`src/rtl/sum_arbiter_pkg.sv`:
```
// sum_arbiter_pkg: shared FSM state and requester index types
package sum_arbiter_pkg;
    typedef enum logic [1:0] {IDLE, RUN, DONE} state_t;
    typedef logic req_idx_t;
endpackage

```
`src/rtl/sum_datapath.sv`:
```
// sum_datapath: 8-bit wrapping accumulator and nonzero word counter
module sum_datapath (
    input  logic       ck,
    input  logic       reset_l,
    input  logic       clear,
    input  logic       add_en,
    input  logic [7:0] word,
    output logic [7:0] sum,
    output logic [7:0] count
);
    logic [7:0] sum_q, sum_d, count_q, count_d;
    // clear wins over accumulate so a new job always starts from zero
    always_comb begin
        sum_d   = clear ? 8'd0 : add_en ? sum_q + word : sum_q;
        count_d = clear ? 8'd0 : add_en ? count_q + 8'd1 : count_q;
    end
    // accumulator and counter registers
    always_ff @(posedge ck or negedge reset_l) begin
        if (!reset_l) begin
            sum_q   <= 8'd0;
            count_q <= 8'd0;
        end else begin
            sum_q   <= sum_d;
            count_q <= count_d;
        end
    end
    assign sum   = sum_q;
    assign count = count_q;
endmodule

```
`src/rtl/sum_arbiter.sv`:
```
// sum_arbiter: round-robin two-requester arbiter that sums each job's words
module sum_arbiter
    import sum_arbiter_pkg::*;
#(
    parameter int MAX_LEN = 16
) (
    input  logic       ck,
    input  logic       reset_l,
    input  logic       req0_l,
    input  logic       req1_l,
    input  logic [7:0] inA0,
    input  logic [7:0] inA1,
    output logic [1:0] gnt,
    output logic       done0,
    output logic       done1,
    output logic [7:0] outResult,
    output logic       timeout,
    output logic       busy
);
    localparam logic [7:0] LAST = 8'(MAX_LEN - 1);
    state_t     state_q, state_d;
    logic [1:0] gnt_q, gnt_d, done_q, done_d;
    logic [7:0] result_q, result_d, word, sum, count;
    logic       timeout_q, timeout_d, clear, add_en, pend0, pend1;
    req_idx_t   last_q, last_d, win;

    assign pend0 = ~req0_l;
    assign pend1 = ~req1_l;

    sum_datapath u_dp (
        .ck      (ck),
        .reset_l (reset_l),
        .clear   (clear),
        .add_en  (add_en),
        .word    (word),
        .sum     (sum),
        .count   (count)
    );

    // next-state, arbitration and completion logic
    always_comb begin
        state_d   = state_q;
        gnt_d     = gnt_q;
        done_d    = 2'b00;
        result_d  = result_q;
        timeout_d = timeout_q;
        last_d    = last_q;
        clear     = 1'b0;
        add_en    = 1'b0;
        win       = (pend0 && pend1) ? ~last_q : pend1;
        word      = gnt_q[1] ? inA1 : inA0;
        case (state_q)
            IDLE: begin
                if (pend0 || pend1) begin
                    state_d = RUN;
                    gnt_d   = win ? 2'b10 : 2'b01;
                    clear   = 1'b1;
                end
            end
            RUN: begin
                if (word == 8'd0) begin
                    state_d   = DONE;
                    done_d    = gnt_q;
                    result_d  = sum;
                    timeout_d = 1'b0;
                end else begin
                    add_en = 1'b1;
                    if (count == LAST) begin
                        state_d   = DONE;
                        done_d    = gnt_q;
                        result_d  = sum + word;
                        timeout_d = 1'b1;
                    end
                end
            end
            DONE: begin
                state_d = IDLE;
                gnt_d   = 2'b00;
                last_d  = gnt_q[1];
            end
            default: state_d = IDLE;
        endcase
    end

    // control and output registers; reset aborts any job silently
    always_ff @(posedge ck or negedge reset_l) begin
        if (!reset_l) begin
            state_q   <= IDLE;
            gnt_q     <= 2'b00;
            done_q    <= 2'b00;
            result_q  <= 8'd0;
            timeout_q <= 1'b0;
            last_q    <= 1'b1;
        end else begin
            state_q   <= state_d;
            gnt_q     <= gnt_d;
            done_q    <= done_d;
            result_q  <= result_d;
            timeout_q <= timeout_d;
            last_q    <= last_d;
        end
    end

    assign gnt       = gnt_q;
    assign done0     = done_q[0];
    assign done1     = done_q[1];
    assign outResult = result_q;
    assign timeout   = timeout_q;
    assign busy      = (state_q != IDLE);
endmodule

```
`config.mk`:
```
export PLATFORM = sky130hd
export DESIGN_NAME = sum_arbiter
export DESIGN_NICKNAME = d
export VERILOG_FILES = /design/src/rtl/sum_arbiter_pkg.sv /design/src/rtl/sum_datapath.sv /design/src/rtl/sum_arbiter.sv
export SDC_FILE = /design/constraint.sdc
export NUM_CORES = 1
export LEC_CHECK = 0
export CAP_MARGIN = 20
export CORE_ASPECT_RATIO = 0.6
export CORE_MARGIN = 2
export CORE_UTILIZATION = 25
export CTS_CLUSTER_DIAMETER = 120
export DETAILED_ROUTE_END_ITERATION = 10
export GPL_TIMING_DRIVEN = 0
export PLACE_DENSITY = 0.42
export SLEW_MARGIN = 20
export SYNTH_ARGS = -nofsm -noshare
export SYNTH_HDL_FRONTEND = slang
export SYNTH_SLANG_ARGS = --single-unit
```
`constraint.sdc`:
```
create_clock -name ck -period 7.9 [get_ports ck]
set_clock_uncertainty 0.05 [all_clocks]
set_input_delay 1.58 -clock ck [delete_from_list [all_inputs] [get_ports ck]]
set_output_delay 1.58 -clock ck [all_outputs]
set_load 0.01 [all_outputs]
```
==> summary.md <==
| Metric | Value |
|---|---|
| Reg clk slew, reported paths | `0.05 ns` |
| R2R cell count | `9` |
| Final Max Slew Viols | `0` |
| Most used DFF post-synth | `dfrtp_1` |
| Number of cell rows | `24` |
| Total Wirelength | `4.979 mm` |
| Layout cell share with drive strength beyond 1 | `11.30%` |
| Final setup viols | `0` |
| Worst EP arrival | `3.96 ns` |
| Starting Density | `25.98%` |
| Longest Clk Path Bufs | `2` |
| Min-Delay Startpoint | `outResult[1]` |
| DP Area | `2379 um2` |
| Startpoint Class | `primary input` |
| Setup TNS | `0 ns` |
| Seq cells post-synth | `32` |
| CTS tree | `done` |
| Initial DRC count | `89` |
| Synthesized cell area | `1896 um2` |
| Min-delay worst type | `flip-flop to flip-flop` |
| P_leak | `1.062 nW` |
| I/O pin count | `34` |
| Remaining antenna violation count | `0` |
| Root buffer cell | `clkbuf_16` |
| Fin crit share | `49.10%` |
| Gpl congestion | `0.7627` |
| Vias per Instance | `4.614` |
| PortBufs | `33` |
| Vias in the first global route | `1485` |
| Synth top area share | `40.92%` |
| Status | `complete, no violations` |
| Worst flop-to-flop path endpoint | `outResult[6]` |
| First-pass DRT Iterations | `4` |
| Total congestion overflow | `0` |
| Ys async rst share | `100.0%` |
| Hold Path Sink | `outResult[1]` |
| Post-Syn Instances | `188` |
| P&R area growth vs syn | `33.20%` |
| Antenna Cells | `0` |
| Synth warnings | `0` |
| Hold path depth | `1` |
| Distinct cells, synth | `48` |
| Hold Vio Cnt, Final | `0` |
| Post_cts resized | `0` |
| Die H | `71.45 um` |
| Die Wd | `116.4 um` |
| DP Wirelength | `3.862 mm` |
| Wire length per cell | `14.91 um` |
| Finished Cell Area | `2525 um2` |
| Final nets | `258` |
| DRC errors left | `0` |
| Vias | `1541` |
| Die ar. | `8318 um2` |
| CTS Sinks | `32` |
| # Post-CTS Setup Buffers | `0` |
| F_max | `257.8 MHz` |
| Top cells by area, synth | `dfrtp_1, ha_1, mux2_2` |
| First-pass GRT wire length | `8.010 mm` |
| Worst-Margin Slew | `0.6375 ns` |
| Pwr dens | `390.1 nW/um2` |
| Max cap viols | `0` |
| CTS H-tree depth | `2` |
| GR Util All Layers | `12.92%` |
| Peak supply drop | `137.2 uV` |
| CP max FO | `3` |
| Cts bufs inserted | `5` |
| Critical Path RT | `7.98 ns` |
| Tmin final | `3.879 ns` |
| R2R Setup Slk | `4.56 ns` |
| Syn Nets | `217` |
| RSZ-0062 raised after global routing | `no` |
| Relative slew margins | `57.50%` |
| Post-synthesis sequential area ratio | `42.31%` |
| Critical Path End Type | `flip-flop` |
| Syn_area_per_cell | `10.08 um2` |
| Largest net degree at the start of global routing | `18` |
| Kind of critical path | `primary input to flip-flop` |
| Core Area | `7297 um2` |
| Hold_buf cts | `0` |
| Clock Latency Late Sink | `0.28 ns` |
| Area leader, netlist | `dfrtp_1` |
| Number of synthesized flops with an enable pin | `0` |
| Reg2reg start | `gnt[1]` |
| Antenna violations before repair | `0` |
## cells by family (layout without fill, tap and decap cells)
group / count (synthesis) / count (layout) / share of synthesized area, %
AND/OR/NAND/NOR: 60 / 60 / 15.71
adder cells (fa/ha/maj): 9 / 9 / 6.337
flip-flops: 32 / 32 / 42.31
AO/OA/AOI/OAI: 47 / 47 / 18.22
multiplexers: 16 / 16 / 8.977
buffers and inverters: 12 / 54 / 2.904
XOR/XNOR: 12 / 12 / 5.545
## Yosys cell counts, types with 2 or more instances
cell and instances:
dfrtp_1 31, o21ai_0 8, clkbuf_1 4, o221ai_1 2
nor3_1 3, mux2i_1 8, xor2_1 4, nand2b_1 3
nand3_1 8, nand2_1 22, a21o_1 2, o2111ai_1 2
o31ai_1 2, buf_2 2, xnor2_1 8, mux2_2 8
a2111oi_0 3, inv_1 4, ha_1 8, nor2b_1 4
and2_1 2, a21oi_1 9, a211oi_1 3, nor2_1 7
a22o_1 2, a22oi_1 3, o2bb2ai_1 3, nor4_1 3
## critical path, cell delays in order
cell	delay [ns]
clkdlybuf4s50_1	0.43
mux2_2	0.32
ha_1	0.22
fa_1	0.45
a211oi_1	0.24
o21ai_0	0.14
a21oi_1	0.19
xor2_1	0.23
o221ai_1	0.16
## how the worst max path moves through the flow
stage	cells after the start	slack (ns)	to	from
4_1_cts	9	4.03	outResult[6]	inA1[0]
6_report	9	4.02	outResult[6]	inA1[0]
2_1_floorplan	8	4.51	outResult[6]	inA1[0]
5_1_grt	9	3.87	outResult[6]	inA0[0]
3_3_place_gp	9	3.73	outResult[6]	inA1[0]
3_5_place_dp	9	3.76	outResult[6]	inA1[0]
## final cells by class
cell class	count	area [um2]
Timing Repair Buffer	34	352.8
Clock buffer	8	146.4
Inverter	5	18.77
Tap cell	104	130.1
Buffer	7	36.28
Fill cell	757	4772
Sequential cell	32	802.0
Multi-Input combinational cell	144	1039
## metrics by stage
step           hold WS [ns]  setup WS (ns)  std cells  utilization, %  power (mW)
2_1_floorplan        0.4277          4.509        188               -      0.6232
3_3_place_gp         0.4410          3.733        325           32.29      0.7948
3_5_place_dp         0.4262          3.763        326           32.60      0.7953
4_1_cts              0.4531          4.028        334           34.60      0.9934
5_1_grt              0.4716          3.868        334           34.60       1.068
6_report             0.4506          4.021        334           34.60      0.9849
## state kept, by name, indices dropped and copies added, names as in the netlist
name and count:
u_dp.count 8, done_q 2, timeout 1, state_q 2
u_dp.sum 8, outResult 8, last_q 1, gnt 2
## power breakdown
group / internal [mW] / switching [mW]
clock: 0.126 / 0.0697
combinational: 0.241 / 0.249
sequential: 0.237 / 0.0624
## cells in the final DEF (no fill, tap or decap), types with 2 or more instances in the layout
master,n
xnor2_1,8
a22o_1,2
buf_2,3
and2_1,2
ha_1,8
a21o_1,2
nor2b_1,4
nor4_1,3
a2111oi_0,3
a21oi_1,9
clkdlybuf4s50_1,32
nor2_1,7
o21ai_0,8
o221ai_1,2
clkbuf_1,6
o31ai_1,2
o2111ai_1,2
nor3_1,3
o2bb2ai_1,3
nand2b_1,3
a22oi_1,3
xor2_1,4
mux2_2,8
nand2_1,22
nand3_1,8
mux2i_1,8
clkbuf_16,5
inv_1,4
a211oi_1,3
dfrtp_1,31
## routing by layer
layer  up-vias  track usage (%)  wire length, um
li1        775                -                -
met1       716            21.43             2827
met2        45            15.37             1740
met3         5            3.892              367
met4         0            3.571               44
met5         -                0                0
No activity file was read; power rests on OpenSTA's default activity.
